`src/rtl/fifo_pkg.sv`:
```
// Shared helpers for the FIFO slice: width arithmetic and the count-update
// encoding used by the top level.
package fifo_pkg;

  // Ceiling log2, usable in parameter and port-width expressions.
  function automatic int clog2(input int value);
    int result;
    result = 0;
    for (int i = 0; i < 31; i++) begin
      if ((32'd1 << i) < value) begin
        result = i + 1;
      end
    end
    return result;
  endfunction

  // Count width: enough bits to hold 0..depth inclusive.
  function automatic int fcw(input int depth);
    return clog2(depth) + 1;
  endfunction

  // Pointer width: enough bits to address 0..depth-1, never below one bit.
  function automatic int fpw(input int depth);
    return (clog2(depth) < 1) ? 1 : clog2(depth);
  endfunction

  // Occupancy change for one clock edge.
  typedef enum logic [1:0] {
    CNT_HOLD = 2'd0,
    CNT_INC  = 2'd1,
    CNT_DEC  = 2'd2
  } cnt_op_e;

endpackage

```
`src/rtl/fifo_mem.sv`:
```
// FIFO storage: DEPTH words of DW bits, one registered write port and one
// asynchronous read port. Contents are not reset; the pointers in the top
// level decide which words are meaningful.
module fifo_mem #(
  parameter int DEPTH = 16,
  parameter int DW    = 32,
  parameter int AW    = 4
) (
  input  logic          clk,
  input  logic          we,
  input  logic [AW-1:0] waddr,
  input  logic [DW-1:0] wdata,
  input  logic [AW-1:0] raddr,
  output logic [DW-1:0] rdata
);

  logic [DW-1:0] mem [DEPTH];

  // Store the incoming word at the write address on an accepted write.
  always_ff @(posedge clk) begin
    if (we) begin
      mem[waddr] <= wdata;
    end
  end

  assign rdata = mem[raddr];

endmodule

```
`src/rtl/sync_fifo_thr.sv`:
```
// Single-clock FIFO with programmable almost-full/almost-empty thresholds,
// optional registered read port, occupancy output and sticky overflow and
// underflow flags. Works for any depth >= 2, including non-powers of two.
//
// Handshake: wr_en is the write "valid" and (!full | accepted read) is its
// "ready"; rd_en is the read "valid" and !empty is its "ready". A transfer
// happens at a rising clk edge where valid and ready are both high and
// clk_en & en are high. A valid that meets no ready is refused and latches
// the matching sticky error flag; requests are never queued.
module sync_fifo_thr
  import fifo_pkg::*;
#(
  parameter int FD     = 16,
  parameter int DW     = 32,
  parameter int AF_LVL = FD - 2,
  parameter int AE_LVL = 2,
  parameter int OREG   = 0
) (
  input  logic               clk,
  input  logic               rst_n,
  input  logic               clk_en,
  input  logic               en,
  input  logic [DW-1:0]      in,
  input  logic               wr_en,
  input  logic               rd_en,
  output logic [DW-1:0]      out,
  output logic [clog2(FD):0] cnt,
  output logic               full,
  output logic               empty,
  output logic               almost_full,
  output logic               almost_empty,
  output logic               half,
  output logic               ovf,
  output logic               udf
);

  localparam int FCW = fcw(FD);
  localparam int FPW = fpw(FD);

  localparam logic [FPW-1:0] PTR_LAST = FPW'(FD - 1);
  localparam logic [FCW-1:0] CNT_FULL = FCW'(FD);
  localparam logic [FCW-1:0] CNT_AF   = FCW'(AF_LVL);
  localparam logic [FCW-1:0] CNT_AE   = FCW'(AE_LVL);
  localparam logic [FCW-1:0] CNT_HALF = FCW'(FD / 2);

  logic [FPW-1:0] wp;
  logic [FPW-1:0] rp;
  logic [FCW-1:0] cnt_q;
  logic           ovf_q;
  logic           udf_q;
  logic           active;
  logic           wr_ok;
  logic           rd_ok;
  cnt_op_e        cnt_op;
  logic [DW-1:0]  mem_rdata;

  // Pointer advance with an explicit wrap so any depth works.
  function automatic logic [FPW-1:0] ptr_next(input logic [FPW-1:0] p);
    return (p == PTR_LAST) ? '0 : p + FPW'(1);
  endfunction

  // A read is judged first: at the full boundary it frees the slot that the
  // simultaneous write then uses. At the empty boundary the read is refused
  // while the write still lands.
  assign active = clk_en & en;
  assign rd_ok  = active & rd_en & ~empty;
  assign wr_ok  = active & wr_en & (~full | rd_ok);

  // Decide how the occupancy moves this edge.
  always_comb begin
    cnt_op = CNT_HOLD;
    if (wr_ok && !rd_ok) begin
      cnt_op = CNT_INC;
    end else if (rd_ok && !wr_ok) begin
      cnt_op = CNT_DEC;
    end
  end

  // Write and read pointers; a flush (en low) rewinds both regardless of clk_en.
  always_ff @(posedge clk or negedge rst_n) begin
    if (!rst_n) begin
      wp <= '0;
      rp <= '0;
    end else if (!en) begin
      wp <= '0;
      rp <= '0;
    end else begin
      if (wr_ok) begin
        wp <= ptr_next(wp);
      end
      if (rd_ok) begin
        rp <= ptr_next(rp);
      end
    end
  end

  // Occupancy count, the single source for every status flag.
  always_ff @(posedge clk or negedge rst_n) begin
    if (!rst_n) begin
      cnt_q <= '0;
    end else if (!en) begin
      cnt_q <= '0;
    end else begin
      case (cnt_op)
        CNT_INC: cnt_q <= cnt_q + FCW'(1);
        CNT_DEC: cnt_q <= cnt_q - FCW'(1);
        default: cnt_q <= cnt_q;
      endcase
    end
  end

  // Sticky error flags: set on a refused request, cleared by reset or flush.
  always_ff @(posedge clk or negedge rst_n) begin
    if (!rst_n) begin
      ovf_q <= 1'b0;
      udf_q <= 1'b0;
    end else if (!en) begin
      ovf_q <= 1'b0;
      udf_q <= 1'b0;
    end else begin
      if (active && wr_en && !wr_ok) begin
        ovf_q <= 1'b1;
      end
      if (active && rd_en && !rd_ok) begin
        udf_q <= 1'b1;
      end
    end
  end

  // Status flags decode only the registered count, so they move only at edges.
  assign cnt          = cnt_q;
  assign full         = (cnt_q == CNT_FULL);
  assign empty        = (cnt_q == '0);
  assign almost_full  = (cnt_q >= CNT_AF);
  assign almost_empty = (cnt_q <= CNT_AE);
  assign half         = (cnt_q <= CNT_HALF);
  assign ovf          = ovf_q;
  assign udf          = udf_q;

  fifo_mem #(
    .DEPTH (FD),
    .DW    (DW),
    .AW    (FPW)
  ) u_mem (
    .clk   (clk),
    .we    (wr_ok),
    .waddr (wp),
    .wdata (in),
    .raddr (rp),
    .rdata (mem_rdata)
  );

  if (OREG != 0) begin : g_out_reg
    logic [DW-1:0] out_q;

    // Registered read port: capture the head word as it is popped.
    always_ff @(posedge clk or negedge rst_n) begin
      if (!rst_n) begin
        out_q <= '0;
      end else if (!en) begin
        out_q <= '0;
      end else if (rd_ok) begin
        out_q <= mem_rdata;
      end
    end

    assign out = out_q;
  end else begin : g_out_show
    // Show-ahead read port: the head word is always presented.
    assign out = mem_rdata;
  end

endmodule

```
`config.mk`:
```
export PLATFORM = sky130hd
export DESIGN_NAME = sync_fifo_thr
export DESIGN_NICKNAME = d
export VERILOG_FILES = /design/src/rtl/fifo_pkg.sv /design/src/rtl/fifo_mem.sv /design/src/rtl/sync_fifo_thr.sv
export SDC_FILE = /design/constraint.sdc
export NUM_CORES = 1
export LEC_CHECK = 0
export ABC_AREA = 1
export BUFFER_PORTS_ARGS = -buffer_cell sky130_fd_sc_hd__clkbuf_2
export CORE_UTILIZATION = 40
export DETAILED_ROUTE_END_ITERATION = 10
export PLACE_DENSITY_LB_ADDON = 0.1
export SYNTH_ARGS = -nofsm -noshare
export SYNTH_HDL_FRONTEND = slang
export SYNTH_SLANG_ARGS = --single-unit
```
`constraint.sdc`:
```
create_clock -name clk -period 3.59 [get_ports clk]
set_input_delay 0 -clock clk [delete_from_list [all_inputs] [get_ports clk]]
set_output_delay 0 -clock clk [all_outputs]
set_load 0.02 [all_outputs]
```
==> run summary, run 1 <==
count of cells resized by post-cts repair = 0
Critical Path AT = 3.27 ns
FP Rows = 83
Post-synth EDFFs = 512
Num Clock Sinks = 527
Peak Freq = 0.329 GHz
Tot Pwr = 13.3 mW
Synth Warn # = 0
Final #Nets = 1778
critical path startpoint category = input pin
placed cells = 2312
DIE HEIGHT = 231 µm
FF-to-FF Start = rp[1]$_DFFE_PN0P_
Final Cell Area = 24300 µm²
Clock Path Buffers = 3
Cell Area, Synth = 20900 µm²
ys async rst share = 0.0285
worst relative slew slack = 0.369
CP Cell Sequence = dlygate4sd3_1 > clkbuf_2 > nand2_1 > nor2_1 > dlygate4sd3_1 > nand2_2 > nand2_1 > nand2_1 > nor3_2 > buf_4
# port buffers = 81
commonest non-fill, non-tap cell in the layout = edfxtp_1
Slowest cell on crit path = dlygate4sd3_1
ANT cells = 0
Final Wtd Congestion = 0.751
most frequent CP cell = nand2_1
unrepaired setup endpoints after global routing = no
Post-Syn Instances = 1610
number of CTS-inserted buffers = 56
Max Fanout on Critical Path = 32
setup bufs post-CTS = 0
worst hold slack = 0.0752 ns
register area share after synthesis = 0.752
register bit count reported by yosys = 527
root buffer cell = clkbuf_16
kind of critical path = in2reg
Yosys top cell area share = 0.734
Max IR drop VDD = 345 µV
Final Max Slew Viols = 0
initial antenna violation count = 0
fillcell total = 4656
largest net degree at the start of global routing = 135
sum of net half-perimeters after detailed placement = 27.6 mm
Post-synth top flop = edfxtp_1
clk slew on worst S/H paths = 0.06 ns
fin crit share = 0.846
CTS tree = done
post-synthesis adder-cell area fraction = 0.00574
Fin. Hold Viols = 0
CP delay by family, top = buffers and inverters
total iterations of the first detailed-routing run = 5
Synth area leader = edfxtp_1
HP Class = in2reg
DRC Markers = 0
leakage power = 8.12 nW
multiplexer share of the synthesized area = 0
leading cell types in the layout, fill and taps excluded = 512 x edfxtp_1, 330 x nor2_1, 236 x o21ai_0, 105 x nand2_1, 82 x nand3_1
clock insertion delay at the later pin of the skew report = 0.61 ns
Mapped Nets = 1657
fin crit period = 3.04 ns
Synth Area in Compound Gates = 0.108
Worst Setup End Kind = register
Finish-stage setup viols = 0
Synth Area in Simple Gates = 0.103
post-synthesis xor/xnor area fraction = 0.00126
Initial Util = 0.406
1st-iter DRT viols = 952
placed instance area = 22200 µm²
wirelength, routed = 50.5 mm
area delta synth->final = 16.2%
first-pass GRT wire length = 76.7 mm
top post-synthesis cells by area = edfxtp_1 73%, nor2_1 6.0%, o21ai_0 5.6%
# H-tree levels = 2
Slew @ Worst Pin = 0.944 ns
fin worst setup slack = 0.554 ns
CP max stage delay = 0.63 ns
Netlist cell types = 30
Hold Buf Count CTS = 41
outcome = finished clean
non-filler cells, final = 2454
CP Data Required Time = 3.82 ns
Tot GR Track Use = 0.190
CP startpoint = en
HP Start = clk_en
via count = 12.9k
drt wl/cell = 20.6 µm
aggregate global routing overflow = 0
die area = 53300 µm²
number of vias per cell = 5.26
main combinational cell family by area after synthesis = compound AO/OA/AOI/OAI gates
Power per Cell Area = 548 nW/µm²
die width = 231 µm
Final Core Density = 0.472
final antenna-violating net count = 0
Clock Skew = 0.0186 ns
I/O pins = 82
pre-CTS setup slack = 0.986 ns
placeable core area = 51500 µm²
worst path buffer plus inverter count = 4
vias in the first global route = 12.5k
max-cap violation count = 0
fraction of layout instances using a drive strength above 1 = 0.126
Setup TNS Final = 0 ns
syn_area_per_cell = 13.0 µm²
-- cell type report --
cell class | count | area, µm² | share of cell area
inverters | 28 | 110 | 0.00453
clock inverters | 35 | 294 | 0.0121
repair buffers | 167 | 1230 | 0.0505
multi-input cells | 951 | 4650 | 0.191
flip-flops and latches | 527 | 15800 | 0.648
clock buffers | 66 | 1440 | 0.0591
well taps | 680 | 851 | 0.0350
-- cells in the mapped netlist, types with 4 or more instances --
| library cell | number |
|---|---|
| a21oi_1 | 4 |
| buf_1 | 4 |
| buf_2 | 24 |
| buf_6 | 12 |
| clkbuf_1 | 61 |
| dfrtp_1 | 15 |
| edfxtp_1 | 512 |
| ha_1 | 8 |
| inv_1 | 25 |
| nand2_1 | 105 |
| nand3_1 | 82 |
| nor2_1 | 332 |
| nor3_1 | 16 |
| o211ai_1 | 65 |
| o21ai_0 | 236 |
| o21ai_1 | 28 |
| o22ai_1 | 64 |
-- worst register-to-register path, cell delays in order (launching register included) --
cell and delay (ns):
dfrtp_4 0.74, buf_12 0.31, ha_1 0.21, inv_1 0.06, o21ai_0 0.16, nand2_1 0.06
dlygate4sd3_1 0.55, nor2_1 0.08, dlygate4sd3_1 0.55
-- registers in the layout (all words and copies together) (netlist names) --
name / cells
u_mem.mem: 512
wp: 4
cnt: 5
udf: 1
rp: 4
ovf: 1
-- path summary, 6_finish.rpt --
check | endpoint | cells past startpoint | slack [ns]
setup / recovery | u_mem.mem[2][7]$_DFFE_PP_ | 10 | 0.55
max in group asynchronous | rp[0]$_DFFE_PN0P_ | 3 | 2.54
setup reg to reg | rp[2]$_DFFE_PN0P_ | 8 | 0.80
min in group asynchronous | rp[1]$_DFFE_PN0P_ | 3 | 0.54
hold / removal | cnt[3]$_DFFE_PN0P_ | 6 | 0.08
hold reg to reg | udf$_DFFE_PN0P_ | 1 | 0.51
-- routing by layer --
metal / wire [µm] / share of wire / vias up / track usage
met5: 0 / 0 / - / 0
li1: - / - / 6168 / -
met1: 23600 / 0.47 / 6455 / 0.263
met2: 24100 / 0.48 / 218 / 0.309
met4: 1040 / 0.021 / 0 / 0.0555
met3: 1740 / 0.034 / 72 / 0.0273
-- power by group --
group / switching [mW] / internal [mW] / total (mW)
combinational: 0.714 / 0.299 / 1.01
clock: 2.33 / 3.20 / 5.53
sequential: 0.0192 / 6.77 / 6.79
total: 3.07 / 10.3 / 13.3
-- logic make-up after synthesis --
logic type	count (synthesis)
simple gates	539
flops	527
xor+xnor	3
buf+inv	132
fa+ha+maj	9
compound gates	400
Power figures use the tool's default switching activity.
==> run 2, diff against run 1 <==
clock period = 2.8 ns   (was 3.59 ns; I/O delays follow)
==> run summary, run 2 (synthesis results as in run 1) <==
aggregate global routing overflow = 0 (unchanged)
DRC Markers = 0 (unchanged)
Final Max Slew Viols = 0 (unchanged)
CP Data Required Time = 3.35 ns (-0.47 ns)
fraction of layout instances using a drive strength above 1 = 0.129 (+0.00287)
Power per Cell Area = 685 nW/µm² (+25%)
CTS tree = done
HP Start = in[22]
FF-to-FF Start = rp[0]$_DFFE_PN0P_
fin crit share = 0.928
worst relative slew slack = 0.502 (+0.133)
number of vias per cell = 5.42 (+3.1%)
number of CTS-inserted buffers = 56 (unchanged)
Slew @ Worst Pin = 0.745 ns (-0.199 ns)
HP Class = in2reg
vias in the first global route = 13.1k (+4.4%)
1st-iter DRT viols = 1090 (+14%)
Clock Skew = 0.0302 ns (+0.0116 ns)
first-pass GRT wire length = 82.6 mm (+7.7%)
CP startpoint = rp[0]$_DFFE_PN0P_
Finish-stage setup viols = 0 (unchanged)
Initial Util = 0.406 (unchanged)
final antenna-violating net count = 0 (unchanged)
Fin. Hold Viols = 0 (unchanged)
Tot GR Track Use = 0.206 (+0.0164)
unrepaired setup endpoints after global routing = no
fin crit period = 2.60 ns
Top reg by flops = u_mem.mem
max-cap violation count = 0 (unchanged)
total iterations of the first detailed-routing run = 8 (+3)
largest net degree at the start of global routing = 105 (-22%)
Peak Freq = 0.385 GHz
worst hold slack = 0.331 ns (+0.256 ns)
via count = 13.4k (+3.4%)
Clock Path Buffers = 3 (unchanged)
Final Wtd Congestion = 0.768 (+2.3%)
wirelength, routed = 54.5 mm (+8.0%)
commonest non-fill, non-tap cell in the layout = edfxtp_1
Critical Path AT = 3.15 ns (-0.12 ns)
clk slew on worst S/H paths = 0.06 ns (about the same)
Worst Setup End Kind = register
fin worst setup slack = 0.201 ns (-0.353 ns)
Num Clock Sinks = 527 (unchanged)
pre-CTS setup slack = 0.558 ns (-0.427 ns)
placeable core area = 51500 µm² (unchanged)
die area = 53300 µm² (unchanged)
area delta synth->final = 17.5%
Max IR drop VDD = 481 µV (+39%)
r2r setup slk = 0.20 ns (-0.60 ns)
Final Core Density = 0.478 (+0.00522)
I/O pins = 82 (unchanged)
leading cell types in the layout, fill and taps excluded = 512 x edfxtp_1, 330 x nor2_1, 236 x o21ai_0, 105 x nand2_1, 82 x nand3_1
reg2reg path depth = 8 (unchanged)
Min-Delay Path Depth = 2 (-4)
initial antenna violation count = 2 (+2)
# H-tree levels = 2 (unchanged)
critical path startpoint category = register
kind of critical path = reg2reg
leakage power = 8.29 nW (+2.1%)
die width = 231 µm (unchanged)
drt wl/cell = 22.1 µm (+7.7%)
non-filler cells, final = 2462 (+0.33%)
root buffer cell = clkbuf_16
clock insertion delay at the later pin of the skew report = 0.63 ns (+0.02 ns)
placed cells = 2317 (+0.22%)
Setup TNS Final = 0 ns (unchanged)
outcome = finished clean
FP Rows = 83 (unchanged)
# port buffers = 81 (unchanged)
max reg flops = 512 (unchanged)
worst flop-to-flop path endpoint = rp[2]$_DFFE_PN0P_
Max Fanout on Critical Path = 104 (+230%)
Final #Nets = 1784 (+0.34%)
DIE HEIGHT = 231 µm (unchanged)
Hold Path End = u_mem.mem[0][22]$_DFFE_PP_
sum of net half-perimeters after detailed placement = 28.6 mm (+3.6%)
-- run 2: changes by cell type in the layout (fill, tap and decap cells not counted), sizes merged --
cell / delta
buf: +6
diode: +1
clkbuf: +1
clkinv: +3
inv: +1
bufinv: -4
-- run 2: power breakdown --
part	total (mW)	internal, mW	switching [mW]
sequential	8.70	8.68	0.0222
combinational	1.33	0.400	0.928
clock	6.81	3.75	3.06
-- run 2: stage by stage --
step / cell area (µm²) / power, mW
3_3_place_gp: 22500 / 10.2
5_1_grt: 24600 / 17.4
4_1_cts: 24600 / 17.0
6_report: 24600 / 16.8
3_5_place_dp: 22500 / 10.2
2_1_floorplan: 21000 / 9.70
-- run 2: worst max-delay path by stage --
| stage | to | slack (ns) | cells past startpoint |
|---|---|---|---|
| floorplan | u_mem.mem[10][0]$_DFFE_PP_ | -0.12 | 7 |
| global placement | cnt[4]$_DFFE_PN0P_ | 0.65 | 13 |
| detailed placement | u_mem.mem[9][14]$_DFFE_PP_ | 0.56 | 9 |
| CTS | rp[2]$_DFFE_PN0P_ | 0.10 | 8 |
| global route | rp[2]$_DFFE_PN0P_ | 0.03 | 8 |
| finish | rp[2]$_DFFE_PN0P_ | 0.20 | 8 |
-- run 2: repair_timing --
action                                 CTS  global route
endpoints found under the hold margin  542             0
hold buffers                            41             0
setup endpoints to repair                0             4
resized for setup                        0             1
buffers inserted                         0             1
-- run 2: layout make-up --
class | instances | area [µm²]
clock inverter | 35 | 219
fill | 4619 | 26900
inverter | 28 | 110
timing repair buffer | 173 | 1470
antenna | 1 | 2.50
tap | 680 | 851
sequential | 527 | 15800
clock buffer | 67 | 1440
multi-input combinational | 951 | 4740
-- run 2: routing by layer --
layer	global-route usage	wire (µm)
met5	0	10
met2	0.317	24900
met4	0.0542	956
met3	0.0309	3130
met1	0.305	25500
-- run 2: critical path, stage by stage (launching register included) --
cell and delay, ns:
dfrtp_4 0.49, buf_12 0.36, ha_1 0.22, inv_1 0.06
o21ai_0 0.15, nand2_1 0.06, dlygate4sd3_1 0.56, nor2_1 0.08
dlygate4sd3_1 0.54
==> run 3, diff against run 2 <==
PLACE_DENSITY_LB_ADDON = unset   (was 0.1)
==> run summary, run 3 (synthesis results as in run 1) <==
outcome = finished clean
Fin. Hold Viols = 0 (unchanged)
Slowest cell on crit path = dfrtp_4
Final Core Density = 0.476 (-0.00153)
reg2reg path depth = 13 (+5)
via count = 13.3k (-0.34%)
setup bufs post-CTS = 0 (unchanged)
Final Cell Area = 24500 µm² (-0.32%)
Max IR drop VDD = 492 µV (+2.4%)
1st-iter DRT viols = 1236 (+13%)
# H-tree levels = 2 (unchanged)
largest net degree at the start of global routing = 153 (+46%)
kind of critical path = reg2out
CP Cell Sequence = inv_6 > buf_4 > o21ai_0 > o22ai_1 > nand2_1 > nand3_1 > clkbuf_2
Top reg by flops = u_mem.mem
CTS tree = done
worst hold slack = 0.365 ns (+0.0339 ns)
Hold Path End = u_mem.mem[0][22]$_DFFE_PP_
Final Wtd Congestion = 0.796 (+3.6%)
Setup TNS Final = 0 ns (unchanged)
fin crit period = 2.63 ns (+0.0270 ns)
vias in the first global route = 12.9k (-1.5%)
Clock Path Buffers = 3 (unchanged)
Max Fanout on Critical Path = 53 (-49%)
unrepaired setup endpoints after global routing = no
initial antenna violation count = 1 (-1)
r2r setup slk = 0.59 ns (+0.39 ns)
commonest non-fill, non-tap cell in the layout = edfxtp_1
count of cells resized by post-cts repair = 0 (unchanged)
die width = 231 µm (unchanged)
Power per Cell Area = 683 nW/µm² (-0.28%)
Tot GR Track Use = 0.191 (-0.0146)
Clock power frac = 0.402 (-0.002)
worst relative slew slack = 0.508 (+0.00647)
worst flop-to-flop path endpoint = cnt[4]$_DFFE_PN0P_
Sw Ratio = 0.229 (-0.00954)
final antenna-violating net count = 0 (unchanged)
I/O pins = 82 (unchanged)
first-pass GRT wire length = 77.6 mm (-6.1%)
placeable core area = 51500 µm² (unchanged)
Final Max Slew Viols = 0 (unchanged)
Peak Freq = 0.381 GHz (-1.0%)
CP Data Required Time = 2.80 ns (-0.55 ns)
Slew @ Worst Pin = 0.735 ns (-0.00968 ns)
Num Clock Sinks = 527 (unchanged)
sum of net half-perimeters after detailed placement = 28.1 mm (-1.8%)
Final #Nets = 1787 (+0.17%)
max reg flops = 512 (unchanged)
NetSw = 3.82 mW (-4.6%)
HP Class = in2reg
Critical Path AT = 2.63 ns (-0.52 ns)
non-filler cells, final = 2460 (-0.081%)
total iterations of the first detailed-routing run = 7 (-1)
critical path startpoint category = register
root buffer cell = clkbuf_16
drt wl/cell = 20.6 µm (-6.9%)
FF-to-FF Start = cnt[0]$_DFFE_PN0P_
CP max stage delay = 0.52 ns (-0.04 ns)
Min-Delay Path Depth = 2 (unchanged)
clock insertion delay at the later pin of the skew report = 0.60 ns (-0.03 ns)
Cell Int Power = 12.9 mW (+0.64%)
Initial Util = 0.406 (unchanged)
placed cells = 2324 (+0.30%)
number of vias per cell = 5.41 (-0.26%)
HP Start = in[22]
fin crit share = 0.938 (+0.00966)
fillcell total = 4591 (-0.61%)
Sequential Power Share = 0.520 (+0.003)
max-cap violation count = 0 (unchanged)
leakage power = 8.27 nW (-0.26%)
Finish-stage setup viols = 0 (unchanged)
FP Rows = 83 (unchanged)
leading cell types in the layout, fill and taps excluded = 512 x edfxtp_1, 330 x nor2_1, 236 x o21ai_0, 105 x nand2_1, 82 x nand3_1
Comb pwr share = 0.079 (about the same)
fraction of layout instances using a drive strength above 1 = 0.129 (+0.000145)
wirelength, routed = 50.7 mm (-7.0%)
DRC Markers = 0 (unchanged)
area delta synth->final = 17.1%
# port buffers = 81 (unchanged)
aggregate global routing overflow = 0 (unchanged)
DIE HEIGHT = 231 µm (unchanged)
Clock Skew = 0.0201 ns (-0.0101 ns)
number of CTS-inserted buffers = 54 (-3.6%)
placed instance area = 22500 µm² (-0.16%)
Hold Buf Count CTS = 40 (-2.4%)
clk slew on worst S/H paths = 0.06 ns (about the same)
Worst Setup End Kind = output pin
die area = 53300 µm² (unchanged)
[run 3: how the worst max path moves through the flow]
stage,start,cells after the start,endpoint
after floorplan,cnt[0]$_DFFE_PN0P_,7,u_mem.mem[10][0]$_DFFE_PP_
after global placement,cnt[1]$_DFFE_PN0P_,13,cnt[4]$_DFFE_PN0P_
after detailed placement,cnt[1]$_DFFE_PN0P_,13,cnt[4]$_DFFE_PN0P_
after CTS,rp[0]$_DFFE_PN0P_,7,out[29]
after global routing,rp[0]$_DFFE_PN0P_,7,out[22]
final,rp[0]$_DFFE_PN0P_,7,out[29]
[run 3: worst max-delay path, delay by kind of cell (launching register included)]
kind,cells,cell delay (ns)
DFF,1,0.52
AOI/OAI and AO/OA,2,0.29
and+or+nand+nor,2,0.25
buffers and inverters,3,0.95
[run 3: cell type report]
type | count | area, µm² | area share
sequential | 527 | 15800 | 0.643
multi-input combinational | 951 | 4740 | 0.193
clock buffer | 64 | 1410 | 0.0575
timing repair buffer | 178 | 1410 | 0.0575
tap | 680 | 851 | 0.0347
clock inverter | 31 | 236 | 0.00964
inverter | 28 | 110 | 0.00449
antenna | 1 | 2.50 | 0.000102
[run 3: metal layers]
metal	global-route usage	share of wire	wire length, µm
met5	0	0	0
met4	0.0482	0.015	784
met3	0.0317	0.056	2830
met2	0.308	0.48	24100
met1	0.270	0.45	23000
[run 3: power by group through the flow]
stage,registers [mW],logic [mW],clock network [mW]
6_report,8.70,1.32,6.72
5_1_grt,8.70,1.47,7.15
4_1_cts,8.70,1.33,6.86
3_5_place_dp,8.86,1.28,0
3_3_place_gp,8.86,1.27,0
2_1_floorplan,8.87,0.832,0
[run 3: metrics by stage]
stage	power, mW	setup WS (ns)
2_1_floorplan	9.70	-0.118
4_1_cts	16.9	0.130
3_3_place_gp	10.1	0.635
3_5_place_dp	10.1	0.648
6_report	16.7	0.174
5_1_grt	17.3	0.00937
